**config.mk**
```make
export PLATFORM = sky130hd
export DESIGN_NAME = pwm_fader
export DESIGN_NICKNAME = d
export VERILOG_FILES = /design/src/rtl/pwm_fader_pkg.sv /design/src/rtl/pwm_fader_tick.sv /design/src/rtl/pwm_fader.sv
export SDC_FILE = /design/constraint.sdc
export NUM_CORES = 1
export LEC_CHECK = 0
export ABC_AREA = 1
export BUFFER_PORTS_ARGS = -buffer_cell sky130_fd_sc_hd__clkbuf_2
export CORE_MARGIN = 4
export CORE_UTILIZATION = 35
export DETAILED_ROUTE_END_ITERATION = 8
export GPL_ROUTABILITY_DRIVEN = 1
export PLACE_DENSITY = 0.56
export RECOVER_POWER = 50
export SYNTH_ARGS = -nofsm -noshare
export SYNTH_HDL_FRONTEND = slang
export SYNTH_SLANG_ARGS = --single-unit
```
**constraint.sdc**
```tcl
create_clock -name clk -period 10.36 [get_ports clk]
set_input_delay 1.036 -clock clk [delete_from_list [all_inputs] [get_ports clk]]
set_output_delay 1.036 -clock clk [all_outputs]
set_load 0.01 [all_outputs]
```
**src/rtl/pwm_fader_pkg.sv**
```systemverilog
// pwm_fader_pkg: types shared by the pwm_fader ramp generator and its prescaler.
//   fade_state_e : ramp state (hold / ramping up / ramping down)
//   fade_mode_e  : cfg_mode decode (fade to target / breathe between 0 and target)
package pwm_fader_pkg;

    typedef enum logic [1:0] {
        StHold = 2'd0,
        StUp   = 2'd1,
        StDown = 2'd2
    } fade_state_e;

    typedef enum logic {
        ModeFade    = 1'b0,
        ModeBreathe = 1'b1
    } fade_mode_e;

endpackage

```
**src/rtl/pwm_fader_tick.sv**
```systemverilog
// pwm_fader_tick: prescaler producing a one-cycle tick every cfg_div+1 cycles.
//   clk     in   system clock
//   rst     in   synchronous active-high reset
//   cfg_en  in   enable; low clears the counter so the first tick follows immediately
//   cfg_div in   tick period minus 1
//   tick    out  asserted while enabled and the counter is zero
module pwm_fader_tick #(
    parameter int unsigned DIV_WIDTH = 16
) (
    input  logic                 clk,
    input  logic                 rst,
    input  logic                 cfg_en,
    input  logic [DIV_WIDTH-1:0] cfg_div,
    output logic                 tick
);

    logic [DIV_WIDTH-1:0] count_q;
    logic [DIV_WIDTH-1:0] count_d;

    assign tick = cfg_en && (count_q == '0);

    always_comb begin
        count_d = count_q;
        if (!cfg_en) begin
            count_d = '0;
        end else if (tick) begin
            count_d = cfg_div;
        end else begin
            count_d = count_q - DIV_WIDTH'(1);
        end
    end

    always_ff @(posedge clk) begin
        if (rst) begin
            count_q <= '0;
        end else begin
            count_q <= count_d;
        end
    end

endmodule

```
**src/rtl/pwm_fader.sv**
```systemverilog
// pwm_fader: brightness ramp generator feeding a PWM duty input.
//   clk        in   system clock
//   rst        in   synchronous active-high reset
//   cfg_en     in   enable; low freezes out_val and clears the prescaler
//   cfg_mode   in   0 = fade to target, 1 = breathe between 0 and target
//   cfg_target in   target / peak level
//   cfg_step   in   increment per tick (0 behaves as 1)
//   cfg_div    in   tick period minus 1, in clk cycles
//   out_val    out  current level
//   out_stb    out  one-cycle pulse after out_val changed
//   busy       out  ramp in progress (state != hold)
//   done       out  one-cycle pulse when a fade step lands on the target
module pwm_fader
    import pwm_fader_pkg::*;
#(
    parameter int unsigned WIDTH     = 10,
    parameter int unsigned DIV_WIDTH = 16
) (
    input  logic                 clk,
    input  logic                 rst,
    input  logic                 cfg_en,
    input  logic                 cfg_mode,
    input  logic [WIDTH-1:0]     cfg_target,
    input  logic [WIDTH-1:0]     cfg_step,
    input  logic [DIV_WIDTH-1:0] cfg_div,
    output logic [WIDTH-1:0]     out_val,
    output logic                 out_stb,
    output logic                 busy,
    output logic                 done
);

    logic tick;

    pwm_fader_tick #(
        .DIV_WIDTH (DIV_WIDTH)
    ) u_tick (
        .clk     (clk),
        .rst     (rst),
        .cfg_en  (cfg_en),
        .cfg_div (cfg_div),
        .tick    (tick)
    );

    fade_state_e      state_q, state_d;
    logic [WIDTH-1:0] val_q, val_d;
    logic             stb_q, stb_d;
    logic             done_q, done_d;

    // Saturation tests run one bit wider so neither the gaps nor the step can wrap.
    logic [WIDTH-1:0] step_eff;
    logic [WIDTH:0]   step_x;
    logic [WIDTH:0]   val_x;
    logic [WIDTH:0]   up_gap;
    logic [WIDTH:0]   dn_gap;

    always_comb begin
        step_eff = (cfg_step == '0) ? WIDTH'(1) : cfg_step;
        step_x   = {1'b0, step_eff};
        val_x    = {1'b0, val_q};
        up_gap   = {1'b0, cfg_target} - val_x;
        dn_gap   = val_x - {1'b0, cfg_target};
    end

    always_comb begin
        val_d   = val_q;
        state_d = state_q;
        stb_d   = 1'b0;
        done_d  = 1'b0;

        if (tick) begin
            if (fade_mode_e'(cfg_mode) == ModeFade) begin
                if (val_q < cfg_target) begin
                    if (up_gap <= step_x) begin
                        val_d   = cfg_target;
                        state_d = StHold;
                        done_d  = 1'b1;
                    end else begin
                        val_d   = val_q + step_eff;
                        state_d = StUp;
                    end
                end else if (val_q > cfg_target) begin
                    if (dn_gap <= step_x) begin
                        val_d   = cfg_target;
                        state_d = StHold;
                        done_d  = 1'b1;
                    end else begin
                        val_d   = val_q - step_eff;
                        state_d = StDown;
                    end
                end else begin
                    state_d = StHold;
                end
            end else begin
                if (cfg_target == '0) begin
                    val_d   = '0;
                    state_d = StHold;
                end else if (state_q == StDown || val_q >= cfg_target) begin
                    // Descending leg; also entered when the peak was lowered below out_val
                    // or when breathe starts sitting exactly on the peak.
                    if (val_x <= step_x) begin
                        val_d   = '0;
                        state_d = StUp;
                    end else begin
                        val_d   = val_q - step_eff;
                        state_d = StDown;
                    end
                end else begin
                    if (up_gap <= step_x) begin
                        val_d   = cfg_target;
                        state_d = StDown;
                    end else begin
                        val_d   = val_q + step_eff;
                        state_d = StUp;
                    end
                end
            end
            stb_d = (val_d != val_q);
        end
    end

    always_ff @(posedge clk) begin
        if (rst) begin
            state_q <= StHold;
            val_q   <= '0;
            stb_q   <= 1'b0;
            done_q  <= 1'b0;
        end else begin
            state_q <= state_d;
            val_q   <= val_d;
            stb_q   <= stb_d;
            done_q  <= done_d;
        end
    end

    assign out_val = val_q;
    assign out_stb = stb_q;
    assign done    = done_q;
    assign busy    = (state_q != StHold);

endmodule
```
==> flow_summary.rst <==
.. list-table::
   :header-rows: 1

   * - Metric
     - Value
   * - Power per cell area
     - 240 nW/um^2
   * - Number of buffers added by the clock tree synthesis step
     - 5
   * - Clock skew
     - 0.00291 ns
   * - Number of instances in the synthesized netlist
     - 761
   * - Top cell type's share of synthesized area
     - 15.9%
   * - Number of max-slew violations in the final report
     - 0
   * - Leakage power figure
     - 2.71 nW
   * - I/O pins
     - 53
   * - Max-capacitance violation count
     - 0
   * - Number of nets in the layout
     - 892
   * - Worst slack at placement
     - 5.42 ns
   * - Ratio of final minimum period to clock period
     - 45.6%
   * - Count of nets left with antenna violations after detail routing
     - 0
   * - Leftover overflow at the end of global routing
     - 0
   * - Unrepaired setup endpoints after global routing
     - false
   * - Synthesized area
     - 4730 sq um
   * - Non-filler cells in the finished layout
     - 965
   * - Starting utilization of the core area
     - 35.8%
   * - Root buffer cell
     - sky130_fd_sc_hd__clkbuf_16
   * - Final wirelength
     - 15200 um
   * - Main synth FF type
     - sky130_fd_sc_hd__dfxtp_1
   * - Fraction of power consumed by the clock network
     - 11.9%
   * - Switching share of total power
     - 56.1%
   * - Cell Rows
     - 42
   * - Total Power
     - 1.24 mW
   * - Most used standard cell by instance count after synthesis
     - sky130_fd_sc_hd__nand2_1
   * - Number of detailed-routing iterations run before antenna repair
     - 7
   * - Placer Congestion
     - 0.940
   * - Path class of the lowest-slack min-delay path
     - reg -> reg
   * - Number of nets in the synthesized netlist
     - 865
   * - Via Count
     - 4912
   * - Reg clk slew, reported paths
     - 0.05 ns
   * - Post-CTS Hold Buffers
     - 0
   * - Post-layout instance area
     - 5150 sq um
   * - Total routed wire length on the met1 layer
     - 7350 um
   * - Worst slew slack as a fraction of its limit
     - 32.9%
   * - Seq/Total Area, Yosys
     - 12.7%
   * - FFs w/ async S/R, synth
     - 0%
   * - Unique cell type count in the Yosys netlist
     - 46
   * - Number of antenna violations at the first check in global routing
     - 0
   * - Sequential share of power
     - 14.7%
   * - Maximum vdd ir drop
     - 72.7 uV
   * - Outcome
     - finished, final reports clean
   * - Pin count of the biggest net entering global routing
     - 26
   * - CP Max Fanout
     - 15
   * - Htree depth
     - 2
   * - Number of gates given a new drive strength after cts
     - 0
   * - Overall global routing resource usage
     - 19.0%
   * - Ys Warns
     - 0
   * - Placed Cells incl. Taps
     - 957
   * - #FFs+latches synth
     - 30
   * - Global-route wire length before repair
     - 24200 um
   * - Core area
     - 13200 sq um
   * - Diodes inserted
     - 0
   * - Leading cell types by count after synthesis
     - sky130_fd_sc_hd__nand2_1 (192), sky130_fd_sc_hd__inv_1 (100), sky130_fd_sc_hd__nand3_1 (69), sky130_fd_sc_hd__ha_1 (60), sky130_fd_sc_hd__a21oi_1 (55)
   * - F_max
     - 212 MHz
   * - Net switching power
     - 0.694 mW
   * - Number of global-route vias before repair
     - 4567
   * - DR vias/cell
     - 5.09
   * - CTS max path bufs
     - 2
   * - CTS tree
     - built
   * - Metal3 WL
     - 886 um
   * - Critical path data required time
     - 10.53 ns
   * - Post-CTS setup buffers
     - 0
   * - Layout-stage area growth over the synthesis result
     - 8.83%
   * - Fillers
     - 1547
   * - Critical path start-end classification
     - in -> reg
   * - Placed cell areas
     - 5020 sq um
   * - Worst Max-Slew Pin Slew
     - 1.00 ns
   * - Total length of routed met2 wires
     - 6670 um
   * - Arrival time of the worst setup path
     - 4.90 ns
   * - Main area contributors after synthesis
     - sky130_fd_sc_hd__ha_1 (16%), sky130_fd_sc_hd__nand2_1 (15%), sky130_fd_sc_hd__dfxtp_1 (13%)
   * - Die footprint
     - 15500 sq um
   * - Detailed placement HPWL
     - 12300 um
   * - Int Pwr
     - 0.544 mW
   * - Most area-hungry cell type in the Yosys netlist
     - sky130_fd_sc_hd__ha_1
   * - Endpoint type of the worst setup path
     - flop
   * - Post-layout utilization of the core
     - 38.9%
   * - Setup slack after layout
     - 5.63 ns
   * - Kind of start point of the critical path
     - input pin
   * - Proportion of power drawn by combinational gates
     - 73.4%
   * - Die Span X
     - 124 um
   * - Layout cell share with drive strength beyond 1
     - 11.0%
   * - Setup TNS after final layout
     - 0 ns
   * - Final critical-path required period
     - 4.73 ns
   * - Setup-violating endpoint count in the final report
     - 0
   * - Post-route DRC violation count
     - 0
   * - Number of synthesized flops with an enable pin
     - 0
   * - WHS
     - 0.431 ns
   * - Per-cell routed wire length
     - 15.7 um
   * - TritonCTS sink count
     - 30
   * - Number of DRC markers after the initial detailed-route iteration
     - 320
   * - Number of port buffers
     - 52
   * - Endpoints failing hold
     - 0
   * - Highest metal layer with signal wires
     - met4
   * - Clock network latency to the later pin of the worst-skew pair
     - 0.28 ns
   * - Die Y-Extent
     - 124 um
   * - Post-Syn Area per Cell
     - 6.22 sq um
-- flip-flops by register name (all words and copies together) (netlist names) --
| name | flops |
|---|---|
| state_q | 2 |
| out_stb | 1 |
| u_tick.count_q | 16 |
| out_val | 10 |
| done | 1 |
-- metal layers --
layer,vias to the layer above,global-route usage (%)
li1,2522,-
met1,2208,27.7
met2,164,29.6
met3,18,2.70
met4,0,4.51
met5,-,0
-- critical path, cell delays in order --
cell and delay [ns]:
sky130_fd_sc_hd__clkbuf_2 0.12, sky130_fd_sc_hd__inv_1 0.09, sky130_fd_sc_hd__ha_1 0.48, sky130_fd_sc_hd__nand2_1 0.13, sky130_fd_sc_hd__o21ai_0 0.30, sky130_fd_sc_hd__a21o_1 0.16, sky130_fd_sc_hd__a21oi_1 0.10, sky130_fd_sc_hd__o21ai_0 0.25
sky130_fd_sc_hd__xor2_1 0.22, sky130_fd_sc_hd__ha_1 0.26, sky130_fd_sc_hd__nand2_1 0.09, sky130_fd_sc_hd__inv_1 0.04, sky130_fd_sc_hd__nand2_1 0.05, sky130_fd_sc_hd__nand2_1 0.04, sky130_fd_sc_hd__nand2_1 0.06, sky130_fd_sc_hd__nand2_1 0.06
sky130_fd_sc_hd__nand2_2 0.23, sky130_fd_sc_hd__nand2_4 0.21, sky130_fd_sc_hd__o21ai_0 0.29, sky130_fd_sc_hd__nand2_1 0.08, sky130_fd_sc_hd__nand2_1 0.06, sky130_fd_sc_hd__nand2_1 0.06, sky130_fd_sc_hd__nand2_1 0.09, sky130_fd_sc_hd__nand2_1 0.05
sky130_fd_sc_hd__nand2_1 0.06, sky130_fd_sc_hd__nand3_1 0.10, sky130_fd_sc_hd__nor2_1 0.12, sky130_fd_sc_hd__nor2_1 0.04
-- power groups by stage --
stage	Clock [mW]	Sequential (mW)	Combinational, mW
6_report	0.147	0.183	0.909
5_1_grt	0.156	0.187	1.03
4_1_cts	0.150	0.184	0.904
3_5_place_dp	0	0.186	0.898
3_3_place_gp	0	0.186	0.903
2_1_floorplan	0	0.171	0.711
-- final timing paths --
| path | from | depth (start not counted) | slack, ns | to |
|---|---|---|---|---|
| worst max-delay path | cfg_target[2] | 28 | 5.63 | out_stb |
| worst min-delay path | u_tick.count_q[0] | 1 | 0.43 | u_tick.count_q[0] |
| worst max register to register | out_val[1] | 27 | 5.94 | out_stb |
| worst min register to register | u_tick.count_q[0] | 1 | 0.43 | u_tick.count_q[0] |
-- cell type report --
type	count	area [sq um]	area share [%]
clock buffers	6	139	2.70
inverters	107	402	7.80
clock inverters	2	12.5	0.243
repair buffers	53	248	4.81
well taps	176	220	4.27
multi-input cells	591	3530	68.5
flip-flops and latches	30	601	11.7
-- cells in the final DEF, fill, tap and decap left out, types with 15 or more instances in the layout --
| cell type | synthesis | layout |
|---|---|---|
| sky130_fd_sc_hd__ha_1 | 60 | 60 |
| sky130_fd_sc_hd__o21ai_0 | 42 | 42 |
| sky130_fd_sc_hd__xor2_1 | 28 | 28 |
| sky130_fd_sc_hd__nor2_1 | 43 | 43 |
| sky130_fd_sc_hd__dfxtp_1 | 30 | 30 |
| sky130_fd_sc_hd__nand4_1 | 15 | 15 |
| sky130_fd_sc_hd__a21oi_1 | 55 | 55 |
| sky130_fd_sc_hd__nand3_1 | 69 | 69 |
| sky130_fd_sc_hd__nand2_1 | 192 | 192 |
| sky130_fd_sc_hd__clkbuf_2 | 1 | 39 |
| sky130_fd_sc_hd__inv_1 | 100 | 100 |
-- cells by family (layout without fill, tap and decap cells) --
group	count (synthesis)	in the layout	synth area share, %
and+or+nand+nor	361	361	34.4
buffers and inverters	140	168	12.7
AOI/OAI and AO/OA	126	126	15.3
adders and majority gates	64	64	17.5
xor gates and xnor gates	40	40	7.40
DFF	30	30	12.7
No activity file was read; power rests on OpenSTA's default activity.
